`config.mk`:
```
export PLATFORM = sky130hd
export DESIGN_NAME = mtm_alu_serializer
export DESIGN_NICKNAME = d
export VERILOG_FILES = /design/src/rtl/mtm_alu_pkg.sv /design/src/rtl/mtm_alu_crc3.sv /design/src/rtl/mtm_alu_serializer.sv
export SDC_FILE = /design/constraint.sdc
export NUM_CORES = 1
export LEC_CHECK = 0
export BUFFER_PORTS_ARGS = -buffer_cell sky130_fd_sc_hd__buf_2
export CAP_MARGIN = 20
export CORE_MARGIN = 4
export CORE_UTILIZATION = 55
export CTS_CLUSTER_DIAMETER = 150
export DETAILED_ROUTE_END_ITERATION = 12
export HOLD_SLACK_MARGIN = 0.1
export MAX_ROUTING_LAYER = met4
export PLACE_DENSITY_LB_ADDON = 0.08
export SETUP_SLACK_MARGIN = 0.5
export SLEW_MARGIN = 25
export SYNTH_ARGS = -nofsm -noshare
export SYNTH_HDL_FRONTEND = slang
export SYNTH_SLANG_ARGS = --single-unit
export TNS_END_PERCENT = 100
```
`constraint.sdc`:
```
create_clock -name clk -period 4.8 [get_ports clk]
set_input_delay 0.48 -clock clk [delete_from_list [all_inputs] [get_ports clk]]
set_output_delay 0.48 -clock clk [all_outputs]
set_load 0.02 [all_outputs]
```
`src/rtl/mtm_alu_pkg.sv`:
```
`default_nettype none
// ============================================================================
// Module   : mtm_alu_pkg
// Brief    : Shared MTM ALU constants: serializer state encodings, frame
//            levels, flag positions, error-byte layout and CRC3 step.
// Revision : 1.0 - initial release
// ============================================================================
package mtm_alu_pkg;

    // Gray-coded serializer states; neighbouring states differ by one bit
    localparam logic [2:0] S_IDLE  = 3'b000;
    localparam logic [2:0] S_START = 3'b001;
    localparam logic [2:0] S_TYPE  = 3'b011;
    localparam logic [2:0] S_DATA  = 3'b010;
    localparam logic [2:0] S_STOP  = 3'b110;
    localparam logic [2:0] S_GAP   = 3'b111;

    localparam logic START_LVL = 1'b0;
    localparam logic STOP_LVL  = 1'b1;
    localparam logic IDLE_LVL  = 1'b1;
    localparam logic TYPE_DATA = 1'b0;
    localparam logic TYPE_CTRL = 1'b1;

    localparam int FRAME_LEN  = 11;
    localparam int RES_FRAMES = 5;

    localparam int FLAG_CARRY    = 3;
    localparam int FLAG_OVERFLOW = 2;
    localparam int FLAG_ZERO     = 1;
    localparam int FLAG_NEGATIVE = 0;

    localparam int ERR_MARK_POS   = 7;
    localparam int ERR_CRC_LSB    = 5;
    localparam int ERR_OP_LSB     = 3;
    localparam int ERR_DATA_LSB   = 1;
    localparam int ERR_PARITY_POS = 0;

    typedef struct packed {
        logic       mark;
        logic [1:0] crc;
        logic [1:0] op;
        logic [1:0] data;
        logic       parity;
    } err_byte_t;

    // x^3 + x + 1, leading term implicit
    localparam logic [2:0] CRC3_POLY = 3'b011;
    localparam int         CRC_MSG_W = 37;

    function automatic logic [2:0] crc3_step(input logic [2:0] crc, input logic d);
        logic fb;
        fb = crc[2] ^ d;
        return {crc[1:0], 1'b0} ^ ({3{fb}} & CRC3_POLY);
    endfunction

endpackage
`default_nettype wire

```
`src/rtl/mtm_alu_crc3.sv`:
```
`default_nettype none
// ============================================================================
// Module   : mtm_alu_crc3
// Brief    : Combinational CRC3 (x^3+x+1, init 0) over an MSB-first message.
// Revision : 1.0 - initial release
// ============================================================================
module mtm_alu_crc3
    import mtm_alu_pkg::*;
#(
    parameter int MSG_W = CRC_MSG_W
) (
    input  logic [MSG_W-1:0] i_msg,
    output logic [2:0]       o_crc
);

    always_comb begin
        o_crc = 3'b000;
        for (int i = MSG_W - 1; i >= 0; i--) begin
            o_crc = crc3_step(o_crc, i_msg[i]);
        end
    end

endmodule
`default_nettype wire

```
`src/rtl/mtm_alu_serializer.sv`:
```
`default_nettype none
// ============================================================================
// Module   : mtm_alu_serializer
// Brief    : MTM ALU output stage; sends a result (4 data + 1 control frame)
//            or an error byte (1 control frame) on the single-wire sout.
//            Define MTM_ALU_SER_IFG_EN for one idle bit between result frames.
// Revision : 1.0 - initial release
// ============================================================================
module mtm_alu_serializer
    import mtm_alu_pkg::*;
#(
    parameter int BIT_W = 8,
    parameter int C_W   = 32
) (
    input  logic             clk,
    input  logic             rst,
    input  logic             res_valid,
    input  logic [C_W-1:0]   C,
    input  logic [3:0]       flags,
    input  logic             err_valid,
    input  logic [BIT_W-1:0] err_byte,
    output logic             ready,
    output logic             busy,
    output logic             sout
);

    localparam int                 c_cnt_w    = $clog2(BIT_W);
    localparam logic [2:0]         c_last_res = 3'(RES_FRAMES - 1);
    localparam logic [c_cnt_w-1:0] c_bit_top  = c_cnt_w'(BIT_W - 1);
    localparam logic [c_cnt_w-1:0] c_bit_one  = c_cnt_w'(1);

    logic [2:0]         r_state,     w_state_nxt;
    logic [c_cnt_w-1:0] r_bit_cnt,   w_bit_cnt_nxt;
    logic [2:0]         r_frame_cnt, w_frame_cnt_nxt;
    logic               r_is_err,    w_is_err_nxt;
    logic [C_W-1:0]     r_c,         w_c_nxt;
    logic [3:0]         r_flags,     w_flags_nxt;
    logic [2:0]         r_crc,       w_crc_nxt;
    logic [BIT_W-1:0]   r_shift,     w_shift_nxt;
    logic               r_type,      w_type_nxt;
    logic               r_sout,      w_sout_nxt;
    logic               r_busy;

    logic [2:0]         w_crc_in;
    logic               w_accept;
    logic               w_last_frame;
    logic [2:0]         w_frame_inc;
    logic [BIT_W-1:0]   w_payload;

    mtm_alu_crc3 #(
        .MSG_W (C_W + 5)
    ) u_crc3 (
        .i_msg ({C, 1'b0, flags}),
        .o_crc (w_crc_in)
    );

    assign ready        = (r_state == S_IDLE);
    assign busy         = r_busy;
    assign sout         = r_sout;
    assign w_accept     = ready && (res_valid || err_valid);
    assign w_last_frame = r_is_err || (r_frame_cnt == c_last_res);
    assign w_frame_inc  = r_frame_cnt + 3'd1;

    // Payload for the frame that follows the current one
    always_comb begin
        w_payload = '0;
        case (w_frame_inc)
            3'd0:    w_payload = r_c[4*BIT_W-1 -: BIT_W];
            3'd1:    w_payload = r_c[3*BIT_W-1 -: BIT_W];
            3'd2:    w_payload = r_c[2*BIT_W-1 -: BIT_W];
            3'd3:    w_payload = r_c[BIT_W-1 -: BIT_W];
            default: w_payload = {{(BIT_W-7){1'b0}}, r_flags, r_crc};
        endcase
    end

    always_comb begin
        w_state_nxt     = r_state;
        w_bit_cnt_nxt   = r_bit_cnt;
        w_frame_cnt_nxt = r_frame_cnt;
        w_is_err_nxt    = r_is_err;
        w_c_nxt         = r_c;
        w_flags_nxt     = r_flags;
        w_crc_nxt       = r_crc;
        w_shift_nxt     = r_shift;
        w_type_nxt      = r_type;
        case (r_state)
            S_IDLE: begin
                if (w_accept) begin
                    w_state_nxt     = S_START;
                    w_frame_cnt_nxt = 3'd0;
                    w_bit_cnt_nxt   = c_bit_top;
                    w_c_nxt         = C;
                    w_flags_nxt     = flags;
                    w_crc_nxt       = w_crc_in;
                    // An error pre-empts a simultaneously offered result
                    if (err_valid) begin
                        w_is_err_nxt = 1'b1;
                        w_type_nxt   = TYPE_CTRL;
                        w_shift_nxt  = err_byte;
                    end else begin
                        w_is_err_nxt = 1'b0;
                        w_type_nxt   = TYPE_DATA;
                        w_shift_nxt  = C[C_W-1 -: BIT_W];
                    end
                end
            end
            S_START: w_state_nxt = S_TYPE;
            S_TYPE: begin
                w_state_nxt   = S_DATA;
                w_bit_cnt_nxt = c_bit_top;
            end
            S_DATA: begin
                if (r_bit_cnt == '0) begin
                    w_state_nxt = S_STOP;
                end else begin
                    w_bit_cnt_nxt = r_bit_cnt - c_bit_one;
                    w_shift_nxt   = {r_shift[BIT_W-2:0], 1'b0};
                end
            end
            S_STOP: begin
                if (w_last_frame) begin
                    w_state_nxt = S_IDLE;
                end else begin
`ifdef MTM_ALU_SER_IFG_EN
                    w_state_nxt = S_GAP;
`else
                    w_state_nxt = S_START;
`endif
                    w_frame_cnt_nxt = w_frame_inc;
                    w_shift_nxt     = w_payload;
                    w_type_nxt      = (w_frame_inc == c_last_res) ? TYPE_CTRL : TYPE_DATA;
                end
            end
`ifdef MTM_ALU_SER_IFG_EN
            S_GAP: w_state_nxt = S_START;
`endif
            default: w_state_nxt = S_IDLE;
        endcase
    end

    // sout is decoded from next-state values so the pin comes straight off a flop
    always_comb begin
        w_sout_nxt = IDLE_LVL;
        case (w_state_nxt)
            S_START: w_sout_nxt = START_LVL;
            S_TYPE:  w_sout_nxt = w_type_nxt;
            S_DATA:  w_sout_nxt = w_shift_nxt[BIT_W-1];
            S_STOP:  w_sout_nxt = STOP_LVL;
            default: w_sout_nxt = IDLE_LVL;
        endcase
    end

    always_ff @(posedge clk or posedge rst) begin
        if (rst) begin
            r_state     <= S_IDLE;
            r_bit_cnt   <= '0;
            r_frame_cnt <= 3'd0;
            r_is_err    <= 1'b0;
            r_c         <= '0;
            r_flags     <= 4'd0;
            r_crc       <= 3'd0;
            r_shift     <= '0;
            r_type      <= TYPE_DATA;
            r_sout      <= IDLE_LVL;
            r_busy      <= 1'b0;
        end else begin
            r_state     <= w_state_nxt;
            r_bit_cnt   <= w_bit_cnt_nxt;
            r_frame_cnt <= w_frame_cnt_nxt;
            r_is_err    <= w_is_err_nxt;
            r_c         <= w_c_nxt;
            r_flags     <= w_flags_nxt;
            r_crc       <= w_crc_nxt;
            r_shift     <= w_shift_nxt;
            r_type      <= w_type_nxt;
            r_sout      <= w_sout_nxt;
            r_busy      <= (w_state_nxt != S_IDLE);
        end
    end

endmodule
`default_nettype wire

```
==> results of run 1 <==
metal layers:
metal	global-route usage, %	vias up	wire (um)
met1	35.6	1343	3950
met2	38.5	114	3970
met5	-	-	0
li1	-	1318	-
met3	4.13	12	575
met4	7.48	0	120
cells in the mapped netlist, types with 2 or more instances:
| master | instances |
|---|---|
| a21oi_1 | 19 |
| mux2_2 | 6 |
| inv_1 | 11 |
| buf_1 | 2 |
| nor2_1 | 8 |
| a22oi_1 | 16 |
| a222oi_1 | 6 |
| xnor3_2 | 3 |
| nand2_1 | 122 |
| a211oi_1 | 2 |
| o21ai_0 | 17 |
| ha_1 | 7 |
| buf_2 | 2 |
| o21ai_1 | 2 |
| dfrtp_1 | 59 |
| xnor2_1 | 25 |
| xnor3_1 | 7 |
| clkbuf_1 | 12 |
| xor2_1 | 4 |
| a221oi_1 | 2 |
worst max-delay path, stage by stage, from the launching register on:
cell     delay (ns)
dfrtp_1        0.49
nor3_4         0.33
o21a_1         0.86
buf_4          0.37
mux2_2         0.36
per-stage QoR:
| step | total power, mW | hold slack (ns) | utilization (%) | area [um2] |
|---|---|---|---|---|
| 3_5_place_dp | 1.92 | 0.466 | 61.8 | 3660 |
| 6_report | 2.45 | 0.356 | 65.6 | 3880 |
| 4_1_cts | 2.44 | 0.353 | 65.6 | 3880 |
| 5_1_grt | 2.62 | 0.366 | 65.6 | 3880 |
| 3_3_place_gp | 1.89 | 0.454 | 61.8 | 3660 |
| 2_1_floorplan | 1.63 | 0.440 | - | 3350 |
power by group through the flow:
stage,registers [mW],logic [mW],clock network [mW]
6_report,0.903,1.02,0.522
5_1_grt,0.927,1.15,0.542
4_1_cts,0.899,1.02,0.524
3_5_place_dp,0.904,1.02,0
3_3_place_gp,0.901,0.989,0
2_1_floorplan,0.857,0.776,0
cell families after synthesis:
family	Yosys count
and+or+nand+nor	139
AOI/OAI and AO/OA	77
DFF	60
xor gates and xnor gates	40
buffers and inverters	27
muxes	7
adders and majority gates	7
worst paths after layout:
| kind | from | endpoint | slack [ns] | depth (start not counted) |
|---|---|---|---|---|
| max in group asynchronous | rst | r_shift[1] | 3.93 | 3 |
| worst min register to register | r_bit_cnt[0] | r_bit_cnt[0] | 0.48 | 1 |
| min in group clk | C[12] | r_c[12] | 0.36 | 3 |
| worst max register to register | r_state[2] | r_crc[2] | 2.27 | 4 |
| worst max-delay path | r_state[2] | r_crc[2] | 2.27 | 4 |
| worst min-delay path | rst | r_c[12] | 0.36 | 3 |
cell type report:
cell class / instances / area (um2)
clock buffer: 11 / 151
clock inverter: 4 / 72.6
fill: 511 / 2040
inverter: 11 / 41.3
multi-input combinational: 270 / 1750
sequential: 60 / 1500
tap: 75 / 93.8
timing repair buffer: 53 / 273
cells in the final DEF (no fill, tap or decap), types with 3 or more instances in the layout:
master	synthesis	final
a21oi_1	19	19
a222oi_1	6	6
a22oi_1	16	16
buf_2	2	50
buf_4	0	3
clkbuf_8	0	11
dfrtp_1	59	59
ha_1	7	7
inv_1	11	10
mux2_2	6	6
nand2_1	122	122
nor2_1	8	8
o21ai_0	17	17
xnor2_1	25	25
xnor3_1	7	7
xnor3_2	3	3
xor2_1	4	4
flip-flops by register name (all words and copies together) (netlist names):
register,cells
sout,1
busy,1
r_bit_cnt,3
r_flags,4
r_type,1
r_shift,8
r_is_err,1
r_crc,3
r_c,32
r_frame_cnt,3
r_state,3
==> metrics.txt, run 1 <==
status complete, no violations; Hold WC Path Type in -> async; prevailing post-synth register cell dfrtp_1; Area Growth Syn to Fin 15.9%; Critical Path RT 5.02 ns; largest family of logic cells by synthesized area simple AND/OR/NAND/NOR gates; CTS Hold Bufs 0; CTS max path bufs 2; antenna violations before repair 0; gr usage total 25.5%; Worst setup SP type register; number of diodes 0; share of power burned in registers 36.9%; Syn Area/Cell 9.39 um2; xor and xnor area share after synthesis 15.1%; highest clock rate 395 MHz; Post-synth EDFFs 0; Fin. Hold Viols 0; Synth Area in Compound Gates 15.3%; drt first-iter violations 273; mux contribution to synthesized area 2.31%; synthesized-area fraction occupied by adder cells 2.61%; via density per instance 5.76; Unique masters post-synth 45; Synth Cell Area 3350 um2; Max Cap Viol 0; Post-Synthesis Cells 357; FF+latch count, synth 60; number of clock sinks 60; P_int 1.51 mW; PwrDens 630 nW/um2; first drt pass iteration count 5; Slew Viols, Final 0; drt drc 0; fin worst setup slack 2.27 ns; post-cts gate resize count 0; placed insts 469; Initial Util 56.6%; Worst-Margin Slew 1.05 ns; Die Area 7410 um2; Setup crit end kind register; RSZ-0062 raised after global routing no; largest area contributor in the netlist dfrtp_1; IO Pins 51; Clock Power Share 21.3%; Die Y 86.1 um; Leak Pwr 1.95 nW; CTS tree built; asr flop ratio synth 100%; sw power 0.940 mW; share of the synthesized area in the top cell type 44.0%; via count 2,787; Final setup viols 0; Fin Setup TNS 0 ns; Worst-path clk slew 0.07 ns; placer's final routability congestion estimate 0.877; worst-path maximum fanout 28; number of nets still failing antenna checks after routing 0; Tmin final 2.53 ns; Yosys warning count 0; Core Area 5920 um2; Setup CP Type reg -> reg; vias in the first global route 2,866; Non-Filler Instances 484; total grt overflow 0; peak supply drop 0.412 mV; simple-gate share of the synthesized area 16.7%; largest net degree at the start of global routing 61; dpl hpwl 6290 um; post-DR wirelength/cell 17.8 um; Nets 460; CP arrival 2.75 ns; clk root buf clkbuf_8; Clk Latency, worst-skew pair 0.33 ns; Post-CTS Setup Repair Bufs 0; share of cells above drive strength 1 20.5%; Synth area leaders dfrtp_1 44%, nand2_1 14%, xnor2_1 6.5%, xnor3_1 4.7%, a22oi_1 3.6%; Die Wd 86.1 um; Clock Skew 0.0113 ns; Final period util 52.7%; input/output buffers 50; first-pass GRT wire length 14,100 um; Combinational Power Share 41.8%; Setup WS pre-CTS 2.28 ns; FP Rows 28; post-synthesis sequential area ratio 44.8%; drt total wl 8620 um; headroom to the max-slew limit 29.4%; switching part of the total power 38.4%; H-Tree Depth 3; syn nets 412; total CTS buffers 9
Power figures use the tool's default switching activity.
==> run 2: changes to the inputs <==
--- a/config.mk
+++ b/config.mk
@@ -8,7 +8,7 @@
 export BUFFER_PORTS_ARGS = -buffer_cell sky130_fd_sc_hd__buf_2
 export CAP_MARGIN = 20
 export CORE_MARGIN = 4
-export CORE_UTILIZATION = 55
+export CORE_UTILIZATION = 51
 export CTS_CLUSTER_DIAMETER = 150
 export DETAILED_ROUTE_END_ITERATION = 12
 export HOLD_SLACK_MARGIN = 0.1
==> constraint.sdc (replaced) <==
create_clock -name clk -period 2.2 [get_ports clk]
set_input_delay 0.22 -clock clk [delete_from_list [all_inputs] [get_ports clk]]
set_output_delay 0.22 -clock clk [all_outputs]
set_load 0.02 [all_outputs]
==> metrics.txt, run 2 (synthesis gave the netlist of run 1 again) <==
peak supply drop 0.765 mV; Worst-Margin Slew 0.397 ns; H-Tree Depth 3; total grt overflow 0; placed insts 481; Area Growth Syn to Fin 38.0%; Worst-path clk slew 0.07 ns; Critical path origin r_frame_cnt[0]; antenna violations before repair 0; share of cells above drive strength 1 33.4%; reg-to-reg startpoint r_frame_cnt[0]; vias in the first global route 2,882; gr usage total 26.3%; most frequent cells in the layout 121 x nand2_1, 56 x dfrtp_1, 50 x buf_2; Tmin final 1.84 ns; finished layout cell area 4630 um2; dpl hpwl 6440 um; Worst Hold Path EP r_c[2]; Hold Path Stages 3; Area after DPL 3820 um2; Clk Latency, worst-skew pair 0.35 ns; clk root buf clkbuf_8; post-DR wirelength/cell 19.1 um; Die Area 7930 um2; IO Pins 51; min-delay src C[2]; Critical Path RT 2.42 ns; r2r worst-path depth 6; Reg with most FFs r_c; Largest register FFs 32; Final period util 83.7%; Clock Skew 0.00773 ns; first-pass GRT wire length 14,800 um; worst-path maximum fanout 7; largest net degree at the start of global routing 45; Non-Filler Instances 541; placer's final routability congestion estimate 0.840; fin worst setup slack 0.358 ns; first drt pass iteration count 5; Leak Pwr 2.25 nW; Core Area 6350 um2; number of nets still failing antenna checks after routing 0; Worst setup SP type register; status complete, no violations; headroom to the max-slew limit 73.3%; Fin. Hold Viols 0; Setup WS pre-CTS 0.112 ns; CTS max path bufs 2; CTS tree built; via count 3,098; Max Cap Viol 0; Final setup viols 0; drt drc 0; Initial Util 52.8%; Fin Setup TNS 0 ns; drt first-iter violations 253; number of clock sinks 60; number of diodes 0; Setup crit end kind register; top flop regs r_c (32), r_shift (8), r_flags (4); R2R Path End r_shift[2]; via density per instance 5.73; PwrDens 1290 nW/um2; Die Y 89.1 um; input/output buffers 50; total CTS buffers 9; worst reg-to-reg setup slack 0.36 ns; RSZ-0062 raised after global routing yes; highest clock rate 543 MHz; Nets 515; FP Rows 29; Hold WC Path Type in -> reg; most common cell after layout, fill and taps aside nand2_1; Slew Viols, Final 0; drt total wl 10,300 um; Die Wd 89.1 um; CP arrival 2.07 ns; Setup CP Type reg -> reg
[run 2: per-stage QoR]
step           power, mW  hold slack [ns]  util, %
6_report            5.95            0.101     72.9
5_1_grt             6.32            0.116     72.9
4_1_cts             5.48            0.103     68.2
3_5_place_dp        4.33            0.221     60.2
3_3_place_gp        4.28            0.222     60.2
2_1_floorplan       3.62            0.325        -
[run 2: routing by layer]
metal  wire length [um]  global-route usage, %  vias up  share of wire [%]
li1                   -                      -     1428                  -
met2               4930                   38.7      119                 48
met4                237                   10.3        0                2.3
met3                624                   5.62       27                6.0
met5                  0                      -        -                  0
met1               4520                   35.6     1524                 44
[run 2: worst max-delay path by stage]
stage	to	slack, ns	cells after the start
after floorplan	r_shift[1]	0.29	5
after global placement	sout	0.1	7
after detailed placement	sout	0.11	7
after CTS	r_shift[1]	0.41	5
after global routing	r_shift[2]	0.28	6
final	r_shift[2]	0.36	6
[run 2: cell type report]
cell class | instances | area, um2
Clock buffer | 13 | 159
Clock inverter | 2 | 10.0
Fill cell | 466 | 1720
Inverter | 11 | 45.0
Multi-Input combinational cell | 270 | 1980
Sequential cell | 60 | 1510
Tap cell | 77 | 96.3
Timing Repair Buffer | 108 | 826
[run 2: critical path, cell delays in order (launching register included)]
cell and delay (ns):
dfrtp_1 0.40, inv_2 0.07, ha_4 0.17, a21o_4 0.23, a221o_2 0.42, a222oi_1 0.32, o21ai_1 0.11
[run 2: what timing repair did]
action                                  CTS  global route
pin swaps                                 5            17
endpoints found under the setup margin   31            23
setup buffers                            15            12
endpoints found under the hold margin    29             0
resized for setup                        16            37
cloned                                    0             1
hold buffers                             17             0
[run 2: where the power goes]
group	switching (mW)	internal (mW)	leakage, nW	total (mW)
registers	0.391	1.62	0.737	2.01
clock network	0.439	0.461	0.0893	0.900
logic	1.54	1.49	1.42	3.04
==> run 3: changes to the inputs <==
==> constraint.sdc (replaced) <==
create_clock -name clk -period 1.5 [get_ports clk]
set_input_delay 0.15 -clock clk [delete_from_list [all_inputs] [get_ports clk]]
set_output_delay 0.15 -clock clk [all_outputs]
set_load 0.02 [all_outputs]
==> metrics.txt, run 3 (synthesis gave the netlist of run 1 again) <==
Core Area 6350 um2; Max Cap Viol 0; number of nets still failing antenna checks after routing 0; highest clock rate 541 MHz; vias in the first global route 3,404; Final setup viols 56; peak supply drop 1.25 mV; Setup crit end kind register; CP arrival 2.06 ns; Critical Path RT 1.71 ns; Largest register FFs 32; Clock Skew 0.0138 ns; Tmin final 1.85 ns; Die Area 7930 um2; placed insts 538; Clk Latency, worst-skew pair 0.35 ns; drt first-iter violations 509; H-Tree Depth 3; FP Rows 29; Area Growth Syn to Fin 66.0%; Worst setup SP type register; headroom to the max-slew limit 73.0%; largest net degree at the start of global routing 49; post-DR wirelength/cell 24.1 um; failing checks negative setup slack; Reg with most FFs r_c; Worst-Margin Slew 0.403 ns; fin worst setup slack -0.347 ns; Setup WS pre-CTS -0.385 ns; dpl hpwl 7010 um; placer's final routability congestion estimate 0.894; Die Y 89.1 um; total grt overflow 0; status finished, violations left; PwrDens 1900 nW/um2; total CTS buffers 9; Hold WC Path Type in -> reg; CTS tree built; number of diodes 0; input/output buffers 50; first drt pass iteration count 6; Worst-path clk slew 0.07 ns; top flop regs r_c (32), r_shift (8), r_flags (4); Final period util 123%; number of clock sinks 60; Fin. Hold Viols 0; Setup CP Type reg -> reg; final core occ 87.6%; most common cell after layout, fill and taps aside nand2_1; clk root buf clkbuf_8; Nets 574; Die Wd 89.1 um; worst-path maximum fanout 7; Non-Filler Instances 597; via density per instance 6.27; antenna violations before repair 0; CTS max path bufs 2; gr usage total 31.0%; drt drc 0; share of cells above drive strength 1 52.5%; most frequent cells in the layout 63 x nand2_1, 60 x buf_4, 56 x dfrtp_1; Design Power 10.6 mW; drt total wl 14,400 um; Slew Viols, Final 0; via count 3,744; first-pass GRT wire length 17,600 um; Leak Pwr 2.81 nW; RSZ-0062 raised after global routing yes; Initial Util 52.8%; IO Pins 51
run 3: changes by cell type in the layout (fill, tap and decap cells not counted), sizes merged:
cell,before,now
clkbuf,15,13
clkinv,2,0
bufbuf,0,1
dlygate4sd3,16,18
dlymetal6s4s,1,0
buf,89,147
run 3: path summary, 6_finish.rpt:
path	from	end	slack [ns]	cells past startpoint
worst max-delay path	r_frame_cnt[0]	r_shift[1]	-0.35	6
worst min-delay path	C[19]	r_c[19]	0.12	4
worst max register to register	r_frame_cnt[0]	r_shift[1]	-0.35	6
worst min register to register	r_c[11]	r_c[11]	0.51	2
max in group asynchronous	rst	r_bit_cnt[1]	0.61	4
min in group asynchronous	rst	r_c[16]	0.33	3
run 3: metal layers:
metal	global-route usage, %	vias to the layer above	share of wire (%)
met4	15.0	0	7.1
met5	-	-	0
met2	48.7	307	48
li1	-	1542	-
met3	5.53	95	10
met1	38.9	1800	34
run 3: critical path: stages, from the launching register on:
cell and delay (ns):
dfrtp_1 0.40, inv_2 0.08, ha_4 0.16, a21o_1 0.20, a221o_2 0.43, a222oi_1 0.34, o21ai_1 0.11
run 3: per-stage QoR:
step / hold slack, ns / setup TNS [ns] / cell area (um2)
3_5_place_dp: 0.152 / -4.73 / 4270
2_1_floorplan: 0.255 / -4.07 / 3480
3_3_place_gp: 0.152 / -3.85 / 4270
5_1_grt: 0.150 / -16.06 / 5560
6_report: 0.124 / -12.99 / 5560
4_1_cts: 0.119 / -6.56 / 5160
run 3: layout make-up:
class                           count  area [um2]
Multi-Input combinational cell    270        2280
Sequential cell                    60        1510
Timing Repair Buffer              167        1490
Fill cell                         293         787
Clock buffer                       12         145
Tap cell                           77        96.3
Inverter                           11        45.0
run 3: what timing repair did:
item	CTS	global route
pin swaps	29	38
gates resized for setup	88	88
hold buffers	18	0
hold endpoints to repair	29	0
endpoints found under the setup margin	61	63
setup buffers	18	6
cloned	4	1
run 3: report_power, final:
group	switching [mW]	internal, mW	leakage [nW]	total, mW
Combinational	3.21	3.13	2.00	6.34
Sequential	0.628	2.38	0.737	3.01
Clock	0.636	0.610	0.0743	1.25
